File: src/rtl/gap_pool_unit.sv
// Global average pooling over a channel-interleaved ReLU stream: one signed sum per
// channel, averaged by an arithmetic shift, then exposed through a registered read port.

module gap_pool_lane #(
  parameter int DATA_W       = 16,
  parameter int SPATIAL_LOG2 = 6,
  parameter int ACC_W        = 32
) (
  input  logic              clk,
  input  logic              rst,
  input  logic              clr,
  input  logic              add,
  input  logic              wr,
  input  logic [DATA_W-1:0] sample,
  output logic [DATA_W-1:0] result
);
  logic [ACC_W-1:0] acc;

  always_ff @(posedge clk) begin
    if (rst) begin
      acc    <= '0;
      result <= '0;
    end else begin
      if (clr)      acc <= '0;
      else if (add) acc <= acc + {{(ACC_W-DATA_W){sample[DATA_W-1]}}, sample};
      // (acc >>> SPATIAL_LOG2) truncated to DATA_W bits is exactly this slice
      if (wr) result <= acc[SPATIAL_LOG2 +: DATA_W];
    end
  end
endmodule

module gap_pool_unit #(
  parameter int DATA_W       = 16,
  parameter int NUM_CH       = 8,
  parameter int SPATIAL_LOG2 = 6,
  parameter int ACC_W        = 32
) (
  input  logic                      clk,
  input  logic                      rst,
  input  logic                      gap_en,
  input  logic                      in_valid,
  input  logic [DATA_W-1:0]         in_data,
  output logic                      in_ready,
  output logic                      gap_done,
  input  logic [$clog2(NUM_CH)-1:0] rd_addr,
  output logic [DATA_W-1:0]         rd_data,
  output logic [1:0]                debug_state
);
  localparam int              CH_W    = $clog2(NUM_CH);
  localparam logic [CH_W-1:0] LAST_CH = CH_W'(NUM_CH - 1);

  typedef enum logic [1:0] {IDLE = 2'd0, ACCUM = 2'd1, DIVIDE = 2'd2, DONE = 2'd3} state_t;

  state_t                        state;
  logic [CH_W-1:0]               ch_cnt;
  logic [SPATIAL_LOG2-1:0]       pix_cnt;
  logic                          accept;
  logic                          clr;
  logic                          last_ch;
  logic [NUM_CH-1:0]             add;
  logic [NUM_CH-1:0]             wr;
  logic [NUM_CH-1:0][DATA_W-1:0] results;

  assign accept      = (state == ACCUM) && in_valid && gap_en;
  assign clr         = (state == IDLE) && gap_en;
  assign last_ch     = (ch_cnt == LAST_CH);
  assign in_ready    = (state == ACCUM);
  assign debug_state = state;

  // ch_cnt selects the lane both for accumulation and for the DIVIDE sweep
  for (genvar c = 0; c < NUM_CH; c++) begin : g_lane
    assign add[c] = accept && (ch_cnt == CH_W'(c));
    assign wr[c]  = (state == DIVIDE) && (ch_cnt == CH_W'(c));

    gap_pool_lane #(
      .DATA_W      (DATA_W),
      .SPATIAL_LOG2(SPATIAL_LOG2),
      .ACC_W       (ACC_W)
    ) u_lane (
      .clk   (clk),
      .rst   (rst),
      .clr   (clr),
      .add   (add[c]),
      .wr    (wr[c]),
      .sample(in_data),
      .result(results[c])
    );
  end

  always_ff @(posedge clk) begin
    if (rst) begin
      state    <= IDLE;
      ch_cnt   <= '0;
      pix_cnt  <= '0;
      gap_done <= 1'b0;
    end else begin
      gap_done <= 1'b0;
      case (state)
        IDLE: if (gap_en) begin
          ch_cnt  <= '0;
          pix_cnt <= '0;
          state   <= ACCUM;
        end
        ACCUM: if (accept) begin
          ch_cnt <= last_ch ? '0 : ch_cnt + 1'b1;
          if (last_ch) begin
            pix_cnt <= pix_cnt + 1'b1;
            if (&pix_cnt) state <= DIVIDE;
          end
        end
        DIVIDE: begin
          ch_cnt <= last_ch ? '0 : ch_cnt + 1'b1;
          if (last_ch) begin
            state    <= DONE;
            gap_done <= 1'b1;
          end
        end
        DONE: if (!gap_en) state <= IDLE;
        default: state <= IDLE;
      endcase
    end
  end

  always_ff @(posedge clk) begin
    if (rst)                          rd_data <= '0;
    else if (32'(rd_addr) < NUM_CH)   rd_data <= results[rd_addr];
    else                              rd_data <= '0;
  end
endmodule

File: config.mk
export PLATFORM = sky130hd
export DESIGN_NAME = gap_pool_unit
export DESIGN_NICKNAME = d
export VERILOG_FILES = /design/src/rtl/gap_pool_unit.sv
export SDC_FILE = /design/constraint.sdc
export NUM_CORES = 1
export LEC_CHECK = 0
export CELL_PAD_IN_SITES_DETAIL_PLACEMENT = 1
export CELL_PAD_IN_SITES_GLOBAL_PLACEMENT = 1
export CORE_MARGIN = 2
export CORE_UTILIZATION = 53
export CTS_CLUSTER_SIZE = 40
export DETAILED_ROUTE_END_ITERATION = 10
export GPL_TIMING_DRIVEN = 0
export PLACE_DENSITY = 0.83
export SYNTH_ARGS = -nofsm -noshare
export SYNTH_HDL_FRONTEND = slang
export SYNTH_HIERARCHICAL = 1
export SYNTH_SLANG_ARGS = --single-unit
File: constraint.sdc
create_clock -name clk -period 6.8 [get_ports clk]
set_clock_uncertainty 0.05 [all_clocks]
set_input_delay 1.02 -clock clk [delete_from_list [all_inputs] [get_ports clk]]
set_output_delay 1.02 -clock clk [all_outputs]
set_load 0.05 [all_outputs]
# --- Word-level counts from Yosys, hierarchy flattened ---
# Index checks and enable logic that the tools add are counted.
word_totals:
  n_memories: 0
  romBits: 0
  latchBits: 0
  out_inout_bits: 20
  wordCells: 96
  ramBits: 0
  inputBits: 23
  register_bits: 412
classes:
  n_shift: 0
  mul: 0
  n_eq_ne: 16
  order_cmp: 1
  bitwise: 1
  add_sub_neg: 10
  reduce_logical: 29
  muxes: 18
  div_mod_pow: 0
op_table:
  columns: ["operator", "n"]
  rows:
  - ["adder 32 bit", 8]
  - ["binary-select mux 16 bit (select 3 bit)", 1]
  - ["logical AND 1 bit", 19]
  - ["two-way mux 6 bit", 3]
  - ["two-way mux 16 bit", 1]
  - ["== test 3 bit, second input constant", 4]
  - ["two-way mux 2 bit", 6]
  - ["one-hot mux 6 bit (2 select lines)", 1]
  - ["AND reduction 6 bit", 2]
  - ["two-way mux 3 bit", 3]
  - ["one-hot mux 3 bit (3 select lines)", 1]
  - ["one-hot mux 2 bit (4 select lines)", 1]
  - ["adder 6 x 1 -> 6 bit, second input constant", 1]
  - ["== test 3 x 2 -> 1 bit, second input constant", 2]
  - ["!= test 2 x 1 -> 1 bit, second input constant", 3]
  - ["!= test 2 bit, second input constant", 3]
  - ["== test 2 bit, second input constant", 2]
  - ["< comparator 3 x 4 -> 1 bit, second input constant", 1]
  - ["AND reduction 4 bit", 1]
  - ["OR reduction 2 bit", 2]
  - ["adder 3 x 1 -> 3 bit, second input constant", 1]
  - ["== test 3 x 1 -> 1 bit, second input constant", 1]
  - ["zero test 3 bit", 1]
  - ["AND reduction 3 bit", 1]
  - ["6 further kinds", 6]

# --- Logic depth before layout (Yosys ltp) ---
# Gate-level depths: netlist of the first run.
logic_depth:
  depth_word: 5
  ltp_mapped: 10

# --- Cells and area by module ---
# Netlist of the first run, hierarchy kept.
modules_own_cells:
  columns: ["module", "area_each_um2", "seq_area_each_um2", "n_inst", "cells_per_inst"]
  rows:
  - ["gap_pool_lane", 2369.8, 760.7, 8, 272]
  - ["gap_pool_unit", 2177.1, 560.5, 1, 192]

# --- Worst setup path after synthesis of the first run ---
# OpenSTA, ideal clock, no wires.
synth_timing:
  kind: "reg-to-reg"
  startpoint: "register state[0] (netlist: debug_state[0])"
  endpoint: "register g_lane[7].u_lane.acc[12]"
  setup_slack_ps: 3839
  arrival_time_ps: 2783
  stages_incl_launch_ff: 9
  required_time_ps: 6622
  period_less_slack_ps: 2961
  n_path_buf: 3
  setup_time_ps: 128
  cell_sequence: "dfxtp_1 > ha_1 > and3_1 > and2_1 > buf_2 > buf_1 > buf_1 > mux2i_1 > nor2_1"
synth_between:
  elab_chain_cells: 4
  elab_cells_between_ends: 7
  classes_between: "1 x eq/ne; 6 x reduce/logical"
synth_rtl:
  columns: ["item", "line_no", "text"]
  rows:
  - ["start: declaration", "54", "state_t state;"]
  - ["start signal: assignment", "92", "state <= IDLE;"]
  - ["start signal: assignment", "102", "state <= ACCUM;"]
  - ["start signal: assignment", "108", "if (&pix_cnt) state <= DIVIDE;"]
  - ["== test 2 x 1 -> 1 bit", null, null]
  - ["net in_ready", "43", "output logic in_ready,"]
  - ["logical AND 1 bit (2 in a row)", "64", "assign accept = (state == ACCUM) && in_valid && gap_en;"]
  - ["logical AND 1 bit", "72", "assign add[c] = accept && (ch_cnt == CH_W'(c));"]
  - ["net add[7]", "60", "logic [NUM_CH-1:0] add;"]
  - ["end signal: assignment", "25", "else if (add) acc <= acc + {{(ACC_W-DATA_W){sample[DATA_W-1]}}, sample};"]
  - ["end: declaration", "17", "logic [ACC_W-1:0] acc;"]
# The timed path passes the listed nets, and every way through them passes these cells.
# A chain may end at the register's enable or synchronous reset.

# --- Worst setup path in the final report of the first run ---
layout_timing:
  startpoint: "input in_data[1]"
  endpoint: "register g_lane[6].u_lane.acc[16]"
layout_between:
  elab_chain_cells: 1
layout_rtl:
  columns: ["item", "line_no", "text"]
  rows:
  - ["start: declaration", "42", "input logic [DATA_W-1:0] in_data,"]
  - ["adder 32 bit", "25", null]
  - ["end signal: assignment", "25", null]
  - ["end: declaration", "17", null]
# No other way between the ends.

==> impl_results.md, run 1 <==
- Area Overhead vs Synth: 11.5%
- Site Rows: 73
- Post-synth EDFFs: 0
- Async set or reset register ratio after synthesis: 0%
- Max Fanout on Critical Path: 16
- Final Hold Fails: 0
- CP Capture Type: flop
- Fin Setup TNS: 0 ns
- Synthesized area per cell: 8.93 um2
- Latest clock arrival within the worst-skew pair: 0.57 ns
- Pin count of the biggest net entering global routing: 58
- Critical Path Max Stage Delay: 1.26 ns
- #FFs+latches synth: 332
- Die width: 204 um
- Via density: 6.30
- Initial Util: 53.4%
- Gp weighted congestion: 0.928
- Crit path launch: in_data[1]
- Synth cell types: 53
- Post-CTS resize count: 0
- Number of fill cells: 4,574
- Max-slew violations: 0
- Unrepaired setup endpoints after global routing: false
- Post-CTS Setup Bufs: 0
- Synth Flop Type: dfxtp_1
- Yosys warning count: 6
- Reg2Reg Setup Slack: 3.53 ns
- Final Setup Violations: 0
- Worst-margin pin slew: 1.23 ns
- First-pass GRT wire length: 110,000 um
- Clock root cell: clkbuf_16
- Synth Net Count: 2,578
- Final worst setup slack: 2.56 ns
- Register area share after synthesis: 31.4%
- Die span in y: 204 um
- Hold Path Stages: 2
- Post-detail-place hpwl: 52,100 um
- Sw Share: 28.4%
- Share of cells above drive strength 1: 6.74%
- Count of input and output buffers: 39
- Initial antenna violation count: 2
- Worst VDD drop: 0.190 mV
- CTS tree: built
- Antenna-violating nets left: 0
- Worst r2r dst: g_lane[4].u_lane/acc[12]
- Leakage: 0.00975 uW
- Remaining Overflow, GRT: 0
- WL per Instance: 23.7 um
- HP Class: flop to flop
- Max Fclk: 236 MHz
- Num Clock Sinks: 332
- Hold buffer count at CTS: 0
- Tmin final: 4.24 ns
- Crit share post-route: 62.3%
- Core Footprint: 39,500 um2
- Slew headroom: 17.7%
- Status: completed
- Worst-path clk slew: 0.06 ns
- Worst r2r path cells: 8
- Cell Chain, Critical Path: clkdlybuf4s50_1, inv_1, fa_1, nor2b_1, o2111ai_1, nand2_1, a41o_1, nand3_1, a2111oi_0, a311o_1
- Drt first pass iters: 5
- Slowest CP cell: clkdlybuf4s50_1
- Pint: 3590 uW
- Synth Instances: 2,368
- Die footprint: 41,500 um2
- Clock power frac: 45.2%
- Via count: 18.9k
- # nets final: 2,660
- Multi-input logic area: 13,900 um2
- Initial DRC count: 1,415
- CTS Buf Count: 40
- # IOs: 43
- CP Data Required Time: 7.26 ns
- Sw Pwr: 1430 uW
- Placed Area: 22,200 um2
- Gr usage total: 34.1%
- MaxCap Viol Count: 0
- Reg-to-reg startpoint: debug_state[0]
- Worst path arrival time: 4.70 ns
- Power Dens Cells: 213 nW/um2
- H-tree depth: 2
- Final instance area: 23,600 um2
- Final wirelength: 71,300 um
- Vias in the first global route: 19.3k
- CP Capture Point: g_lane[6].u_lane/acc[16]
- Crit path launch type: input pin
- FF/Latch Area: 6650 um2
- Remaining DRCs: 0
- DP Worst Slack: 2.08 ns
- Mapped Area: 21,100 um2
- Clock Path Buffers: 3
- CP Class: input pin to flop
- Sequential share of power: 39.5%
- Comb pwr share: 15.3%
-- worst min path at each step --
| stage | slack, ns | startpoint | endpoint |
|---|---|---|---|
| after CTS | 0.43 | g_lane[4].u_lane/acc[20] | g_lane[4].u_lane/acc[20] |
| after global placement | 0.41 | g_lane[5].u_lane/acc[21] | g_lane[5].u_lane/acc[21] |
| after detailed placement | 0.42 | g_lane[4].u_lane/acc[20] | g_lane[4].u_lane/acc[20] |
| final | 0.43 | g_lane[4].u_lane/acc[20] | g_lane[4].u_lane/acc[20] |
| after global routing | 0.46 | g_lane[3].u_lane/acc[21] | g_lane[3].u_lane/acc[21] |
| after floorplan | 0.39 | g_lane[0].u_lane/acc[18] | g_lane[0].u_lane/acc[18] |
-- synthesized netlist by cell type (9+ instances only) --
master / count / area, um2
a211oi_1: 34 / 255
a211oi_2: 16 / 200
a21o_1: 88 / 661
a21oi_1: 157 / 786
a31oi_1: 25 / 156
a41o_1: 9 / 90.1
a41oi_1: 18 / 158
and2_1: 19 / 119
and3_1: 48 / 300
and4_1: 25 / 219
buf_1: 20 / 75.1
buf_2: 12 / 60.1
clkbuf_1: 59 / 221
dfxtp_1: 332 / 6650
ha_1: 179 / 2240
inv_1: 46 / 173
mux2i_1: 201 / 2010
mux4_2: 32 / 721
nand2_1: 152 / 571
nand2b_1: 34 / 213
nand3_1: 52 / 260
nor2_1: 301 / 1130
nor2b_1: 43 / 269
nor3_1: 40 / 200
o21a_1: 24 / 180
o21ai_0: 108 / 541
o21ai_1: 32 / 160
or3_1: 9 / 56.3
xnor2_1: 64 / 561
xor2_1: 48 / 420
-- kinds of logic after synthesis --
kind of cell               count (synthesis)  synth area share [%]
buffers and inverters                    140                  2.61
DFF                                      332                  31.4
AOI/OAI and AO/OA                        615                  20.1
adders and majority gates                187                  11.4
xor gates and xnor gates                 112                  4.64
and+or+nand+nor                          741                  16.3
muxes                                    241                  13.5
-- layer usage --
layer	up-vias	track usage, %	wire length [um]
met5	-	0	0
met4	0	14.7	3020
met3	145	4.55	4210
met2	545	57.5	33500
met1	9386	43.8	30600
li1	8850	-	-
-- worst max-delay path: cells and delay by family --
| kind | cells | cell delay (ns) |
|---|---|---|
| AOI/OAI and AO/OA | 4 | 1.15 |
| adders and majority gates | 1 | 0.49 |
| buffers and inverters | 2 | 1.45 |
| and+or+nand+nor | 3 | 0.57 |
-- sequential cells by signal, summed over array words and instances, names as in the netlist --
register,cells
g_lane.u_lane/acc,176
g_lane.u_lane/result,128
rd_data,16
pix_cnt,6
ch_cnt,3
debug_state,2
gap_done,1
-- final cells by class --
type	count	area share, %
multi-input combinational	1896	59.1
sequential	332	28.2
clock buffer	54	4.77
tap	525	2.79
timing repair buffer	40	1.76
buffer	94	1.61
clock inverter	14	0.977
inverter	46	0.733
antenna	3	0.0319
-- cell usage in the layout (no fill, tap or decap), drive strengths merged, types with 9 or more instances in the layout --
cell           count
and2              19
nor2b             43
a21o              88
a31oi             25
a41o               9
a211oi            50
o21ai            148
nor2             301
and4              25
mux4              32
nand3             52
or3                9
clkdlybuf4s50     38
dfxtp            332
o21a              24
o22ai             16
buf               37
nand2b            34
xnor2             64
nor3              40
clkbuf           113
a2111oi            9
nand2            152
mux2i            201
and3              48
ha               179
a41oi             18
xor2              48
inv               48
a21oi            157
-- stage by stage --
step           util [%]  std cells  hold WS, ns  power, uW
5_1_grt            59.6       3001        0.461       5180
3_3_place_gp       56.1       2932        0.407       2740
4_1_cts            59.6       3001        0.428       5030
6_report           59.6       3004        0.428       5020
2_1_floorplan         -       2368        0.394       2520
3_5_place_dp       56.2       2933        0.420       2770
-- power by group through the flow --
stage / Combinational [uW] / Sequential [uW] / Clock [uW]
4_1_cts: 757 / 1980 / 2290
3_3_place_gp: 714 / 2030 / 0
6_report: 766 / 1980 / 2270
5_1_grt: 827 / 1990 / 2370
2_1_floorplan: 489 / 2030 / 0
3_5_place_dp: 748 / 2030 / 0
Power figures use the tool's default switching activity.
==> run 2: changes to the inputs <==
--- a/config.mk
+++ b/config.mk
@@ -8,11 +8,11 @@
 export CELL_PAD_IN_SITES_DETAIL_PLACEMENT = 1
 export CELL_PAD_IN_SITES_GLOBAL_PLACEMENT = 1
 export CORE_MARGIN = 2
-export CORE_UTILIZATION = 53
+export CORE_UTILIZATION = 45
 export CTS_CLUSTER_SIZE = 40
 export DETAILED_ROUTE_END_ITERATION = 10
 export GPL_TIMING_DRIVEN = 0
-export PLACE_DENSITY = 0.83
+export PLACE_DENSITY = 0.75
 export SYNTH_ARGS = -nofsm -noshare
 export SYNTH_HDL_FRONTEND = slang
 export SYNTH_HIERARCHICAL = 1
==> constraint.sdc (replaced) <==
create_clock -name clk -period 3.7 [get_ports clk]
set_clock_uncertainty 0.05 [all_clocks]
set_input_delay 0.555 -clock clk [delete_from_list [all_inputs] [get_ports clk]]
set_output_delay 0.555 -clock clk [all_outputs]
set_load 0.05 [all_outputs]
==> impl_results.md, run 2 (synthesis gave the netlist of run 1 again) <==
- Most frequent cells in the layout: dfxtp_1 (332), nor2_1 (301), mux2i_1 (201)
- Latest clock arrival within the worst-skew pair: 0.57 ns (about the same)
- Worst-path clk slew: 0.06 ns (about the same)
- Fin Setup TNS: 0 ns (unchanged)
- Sequential share of power: 39.5% (about the same)
- Leakage: 0.00977 uW (+0.22%)
- DP Worst Slack: -0.640 ns (-2.72 ns)
- Clock root cell: clkbuf_16
- Remaining Overflow, GRT: 0 (unchanged)
- Share of cells above drive strength 1: 6.94% (+0.20 points)
- Count of input and output buffers: 39 (unchanged)
- CTS tree: built
- Worst-margin pin slew: 1.18 ns (-0.0472 ns)
- Final wirelength: 69,500 um (-2.5%)
- Die footprint: 48,700 um2 (+17%)
- Crit share post-route: 93.2%
- Core Footprint: 46,500 um2 (+17%)
- # nets final: 2,660 (unchanged)
- First-pass GRT wire length: 107,000 um (-3.0%)
- Crit path launch type: input pin
- Max Fanout on Critical Path: 8 (-8)
- Drt first pass iters: 4 (-1)
- Clock Path Buffers: 3 (unchanged)
- Largest regs: g_lane.u_lane/acc x176, g_lane.u_lane/result x128, rd_data x16
- Die span in y: 221 um (+8.4%)
- Pin count of the biggest net entering global routing: 47 (-19%)
- Pint: 6610 uW (+84%)
- Worst path arrival time: 3.88 ns (-0.82 ns)
- WL per Instance: 22.5 um (-5.1%)
- Reg with most FFs: g_lane.u_lane/acc
- Unrepaired setup endpoints after global routing: false
- HP Class: input pin to flop
- Post-CTS Setup Bufs: 0 (unchanged)
- Sw Pwr: 2630 uW (+84%)
- Initial antenna violation count: 6 (+4)
- Final Setup Violations: 0 (unchanged)
- Vias in the first global route: 18.8k (-2.8%)
- CP Class: input pin to flop
- Max reg flops: 176 (unchanged)
- Remaining DRCs: 0 (unchanged)
- Num Clock Sinks: 332 (unchanged)
- Clock power frac: 45.4% (+0.2 points)
- Tmin final: 3.45 ns
- Max Fclk: 290 MHz
- Max-slew violations: 0 (unchanged)
- CP Data Required Time: 4.13 ns (-3.13 ns)
- Initial DRC count: 1,060 (-25%)
- Antenna-violating nets left: 0 (unchanged)
- Final worst setup slack: 0.253 ns (-2.31 ns)
- CP Capture Type: flop
- Final instance area: 23,700 um2 (+0.47%)
- Initial Util: 45.5% (-7.9 points)
- Via count: 18.5k (-2.1%)
- Status: completed
- Gr usage total: 28.5% (-5.6 points)
- Slew headroom: 21.1% (+3.4 points)
- Via density: 6.00 (-4.7%)
- Fin util: 51.0% (-8.6 points)
- # IOs: 43 (unchanged)
- Post-detail-place hpwl: 52,000 um (-0.17%)
- Placed Area: 22,300 um2 (+0.43%)
- Most common cell after layout, fill and taps aside: dfxtp_1
- Comb pwr share: 15.1% (-0.2 points)
- H-tree depth: 2 (unchanged)
- Sw Share: 28.5% (about the same)
- Power Dens Cells: 390 nW/um2 (+83%)
- Hold buffer count at CTS: 0 (unchanged)
- CTS Buf Count: 40 (unchanged)
- Die width: 221 um (+8.4%)
- Area Overhead vs Synth: 12.0%
- Gp weighted congestion: 0.906 (-2.3%)
- MaxCap Viol Count: 0 (unchanged)
- Worst VDD drop: 0.330 mV (+73%)
- Site Rows: 79 (+8.2%)
- Final Hold Fails: 0 (unchanged)
[run 2: changes by cell type in the layout (fill, tap and decap cells not counted), moves of 2 or more]
cell,change
inv_6,-2
diode_2,-2
clkinv_4,+2
clkdlybuf4s50_1,-2
clkbuf_8,+4
clkbuf_1,-2
[run 2: routing by layer]
layer | global-route usage (%) | wire, um | part of all wire [%] | vias up
met3 | 4.48 | 3570 | 5.1 | 134
li1 | - | - | - | 8849
met4 | 11.1 | 2780 | 4.0 | 2
met2 | 48.3 | 32500 | 47 | 399
met5 | 0 | 7 | 0.010 | -
met1 | 36.4 | 30600 | 44 | 9139
[run 2: stage by stage]
stage          std cells  total power, uW  hold slack (ns)
6_report            3086             9240            0.306
5_1_grt             3085             9590            0.333
4_1_cts             3085             9300            0.296
3_5_place_dp        3015             5100            0.423
3_3_place_gp        3014             5050            0.410
2_1_floorplan       2368             4640            0.394
[run 2: worst paths after layout]
kind | slack (ns) | to | from | depth (start not counted)
setup / recovery | 0.25 | g_lane[4].u_lane/acc[19] | in_data[4] | 9
hold / removal | 0.31 | g_lane[2].u_lane/result[12] | rst | 2
setup reg to reg | 0.56 | g_lane[4].u_lane/acc[12] | debug_state[1] | 9
hold reg to reg | 0.43 | g_lane[2].u_lane/acc[20] | g_lane[2].u_lane/acc[20] | 2
[run 2: power groups by stage]
stage          combinational (uW)  sequential [uW]  clock, uW
2_1_floorplan                 899             3740          0
3_3_place_gp                 1330             3720          0
3_5_place_dp                 1380             3730          0
4_1_cts                      1390             3650       4270
5_1_grt                      1520             3650       4420
6_report                     1400             3650       4190
[run 2: final cells by class]
cell class,count,area (um2)
diodes,1,2.50
plain buffers,94,379
clock buffers,56,1170
clock inverters,14,205
fillers,5433,22800
inverters,46,173
multi-input cells,1896,13900
flip-flops and latches,332,6650
well taps,607,759
repair buffers,40,405
[run 2: critical path, cell delays in order]
cell and delay [ns]:
clkdlybuf4s50_1 1.04, ha_1 0.68, a21o_1 0.22, a31o_4 0.23, o21ai_4 0.21, a211oi_2 0.12
o311a_1 0.38, mux2_4 0.31, o22ai_2 0.12
[run 2: repair_timing]
| item | CTS | global route |
|---|---|---|
| resized for setup | 1 | 3 |
| endpoints found under the setup margin | 2 | 8 |
| pin swaps | 0 | 0 |
==> run 3: changes to the inputs <==
--- a/config.mk
+++ b/config.mk
@@ -9,7 +9,7 @@
 export CELL_PAD_IN_SITES_GLOBAL_PLACEMENT = 1
 export CORE_MARGIN = 2
 export CORE_UTILIZATION = 45
-export CTS_CLUSTER_SIZE = 40
+export CTS_CLUSTER_SIZE = 14
 export DETAILED_ROUTE_END_ITERATION = 10
 export GPL_TIMING_DRIVEN = 0
 export PLACE_DENSITY = 0.75
==> impl_results.md, run 3 (synthesis gave the netlist of run 1 again) <==
- Post-CTS resize count: 1 (unchanged)
- Fin Setup TNS: 0 ns (unchanged)
- Slew headroom: 17.4% (-3.7 points)
- First-pass GRT wire length: 107,000 um (+0.14%)
- Max-slew violations: 0 (unchanged)
- Final wirelength: 69,700 um (+0.28%)
- Remaining Overflow, GRT: 0 (unchanged)
- Fin util: 50.9% (-0.081 points)
- Share of cells above drive strength 1: 6.86% (-0.081 points)
- Worst-path clk slew: 0.06 ns (about the same)
- # nets final: 2,660 (unchanged)
- Pin count of the biggest net entering global routing: 47 (unchanged)
- Reg-to-reg startpoint: debug_state[1]
- Final Setup Violations: 0 (unchanged)
- Most common cell after layout, fill and taps aside: dfxtp_1
- Crit share post-route: 93.4% (+0.24 points)
- Via density: 6.00 (about the same)
- Max Fanout on Critical Path: 16 (+8)
- Power Dens Cells: 386 nW/um2 (-0.98%)
- Final Hold Fails: 0 (unchanged)
- Die width: 221 um (unchanged)
- Drt first pass iters: 5 (+1)
- Post-CTS Setup Bufs: 0 (unchanged)
- Count of input and output buffers: 39 (unchanged)
- Initial antenna violation count: 7 (+1)
- Most frequent cells in the layout: dfxtp_1 (332), nor2_1 (301), mux2i_1 (201)
- Cell Chain, Critical Path: clkdlybuf4s15_1, inv_1, fa_1, nor2b_1, o2111ai_1, nand2_1, a41o_1, nand3_1, a2111oi_0, a311o_1
- Reg with most FFs: g_lane.u_lane/acc
- Initial Util: 45.5% (unchanged)
- Latest clock arrival within the worst-skew pair: 0.57 ns (about the same)
- Core Footprint: 46,500 um2 (unchanged)
- Hold Path Stages: 2 (unchanged)
- Via count: 18.5k (-0.059%)
- CP Capture Type: flop
- Die span in y: 221 um (unchanged)
- Unrepaired setup endpoints after global routing: false
- Area Overhead vs Synth: 11.9%
- Max reg flops: 176 (unchanged)
- Die footprint: 48,700 um2 (unchanged)
- WL per Instance: 22.6 um (+0.28%)
- Crit path launch type: input pin
- Status: completed
- Total Power: 9130 uW (-1.1%)
- Crit path launch: in_data[1]
- H-tree depth: 2 (unchanged)
- Remaining DRCs: 0 (unchanged)
- Max Fclk: 289 MHz (-0.26%)
- Initial DRC count: 1,120 (+5.7%)
- Worst r2r path cells: 9 (unchanged)
- Site Rows: 79 (unchanged)
- CP top delay family: compound AO/OA/AOI/OAI gates
- Critical Path Max Stage Delay: 0.99 ns (-0.05 ns)
- Num Clock Sinks: 332 (unchanged)
- Worst VDD drop: 0.328 mV (-0.43%)
- HP Class: input pin to flop
- Critical path depth in cells: 10 (+1)
- Buffers and inverters on the worst path: 2 (+1)
- Gp weighted congestion: 0.906 (unchanged)
- Worst Min Path Start: rst
- Worst path arrival time: 3.90 ns (+0.02 ns)
- CTS tree: built
- Antenna-violating nets left: 0 (unchanged)
- MaxCap Viol Count: 0 (unchanged)
- Vias in the first global route: 18.8k (unchanged)
- Tmin final: 3.46 ns (+0.00887 ns)
- Post-detail-place hpwl: 52,000 um (unchanged)
- Gr usage total: 28.6% (about the same)
- Largest regs: g_lane.u_lane/acc x176, g_lane.u_lane/result x128, rd_data x16
- Worst-margin pin slew: 1.24 ns (+0.0547 ns)
- Leakage: 0.00975 uW (-0.26%)
- Clock root cell: clkbuf_16
- CP Data Required Time: 4.15 ns (+0.02 ns)
- CTS Buf Count: 40 (unchanged)
- Slowest CP cell: clkdlybuf4s15_1
- # IOs: 43 (unchanged)
- Clock Path Buffers: 3 (unchanged)
- CP Class: input pin to flop
- Hold buffer count at CTS: 0 (unchanged)
-- run 3: per-layer routing --
layer | vias up | wire length, um | GRT usage (%)
met2 | 413 | 32600 | 48.5
met1 | 9121 | 30800 | 36.7
met5 | - | 7 | 0
li1 | 8845 | - | -
met3 | 131 | 3530 | 4.03
met4 | 2 | 2670 | 11.0
-- run 3: final cells by class --
| cell class | count | area [um2] |
|---|---|---|
| diodes | 1 | 2.50 |
| plain buffers | 94 | 379 |
| clock buffers | 54 | 1130 |
| clock inverters | 16 | 200 |
| fillers | 5428 | 22800 |
| inverters | 46 | 173 |
| multi-input cells | 1896 | 13900 |
| flip-flops and latches | 332 | 6650 |
| well taps | 607 | 759 |
| repair buffers | 40 | 410 |
-- run 3: worst paths after layout --
check / endpoint / slack, ns
hold / removal: g_lane[2].u_lane/result[12] / 0.30
setup / recovery: g_lane[1].u_lane/acc[16] / 0.24
setup reg to reg: g_lane[4].u_lane/acc[12] / 0.54
hold reg to reg: g_lane[2].u_lane/acc[21] / 0.42
-- run 3: power by group --
group          internal, uW  total, uW  leakage [uW]  switching [uW]
Clock                  2430       4080      0.000653            1650
Sequential             3610       3650       0.00267            39.9
Combinational           445       1400       0.00642             953
Total                  6490       9130       0.00975            2640
-- run 3: per-stage QoR --
stage	cells	area (um2)	hold slack (ns)	setup WS [ns]
after floorplan	2368	21100	0.394	0.739
after global placement	3014	22300	0.410	-1.83
after detailed placement	3015	22300	0.423	-0.640
after CTS	3085	23600	0.291	0.0610
after global routing	3085	23600	0.335	0.000293
final	3086	23600	0.304	0.244
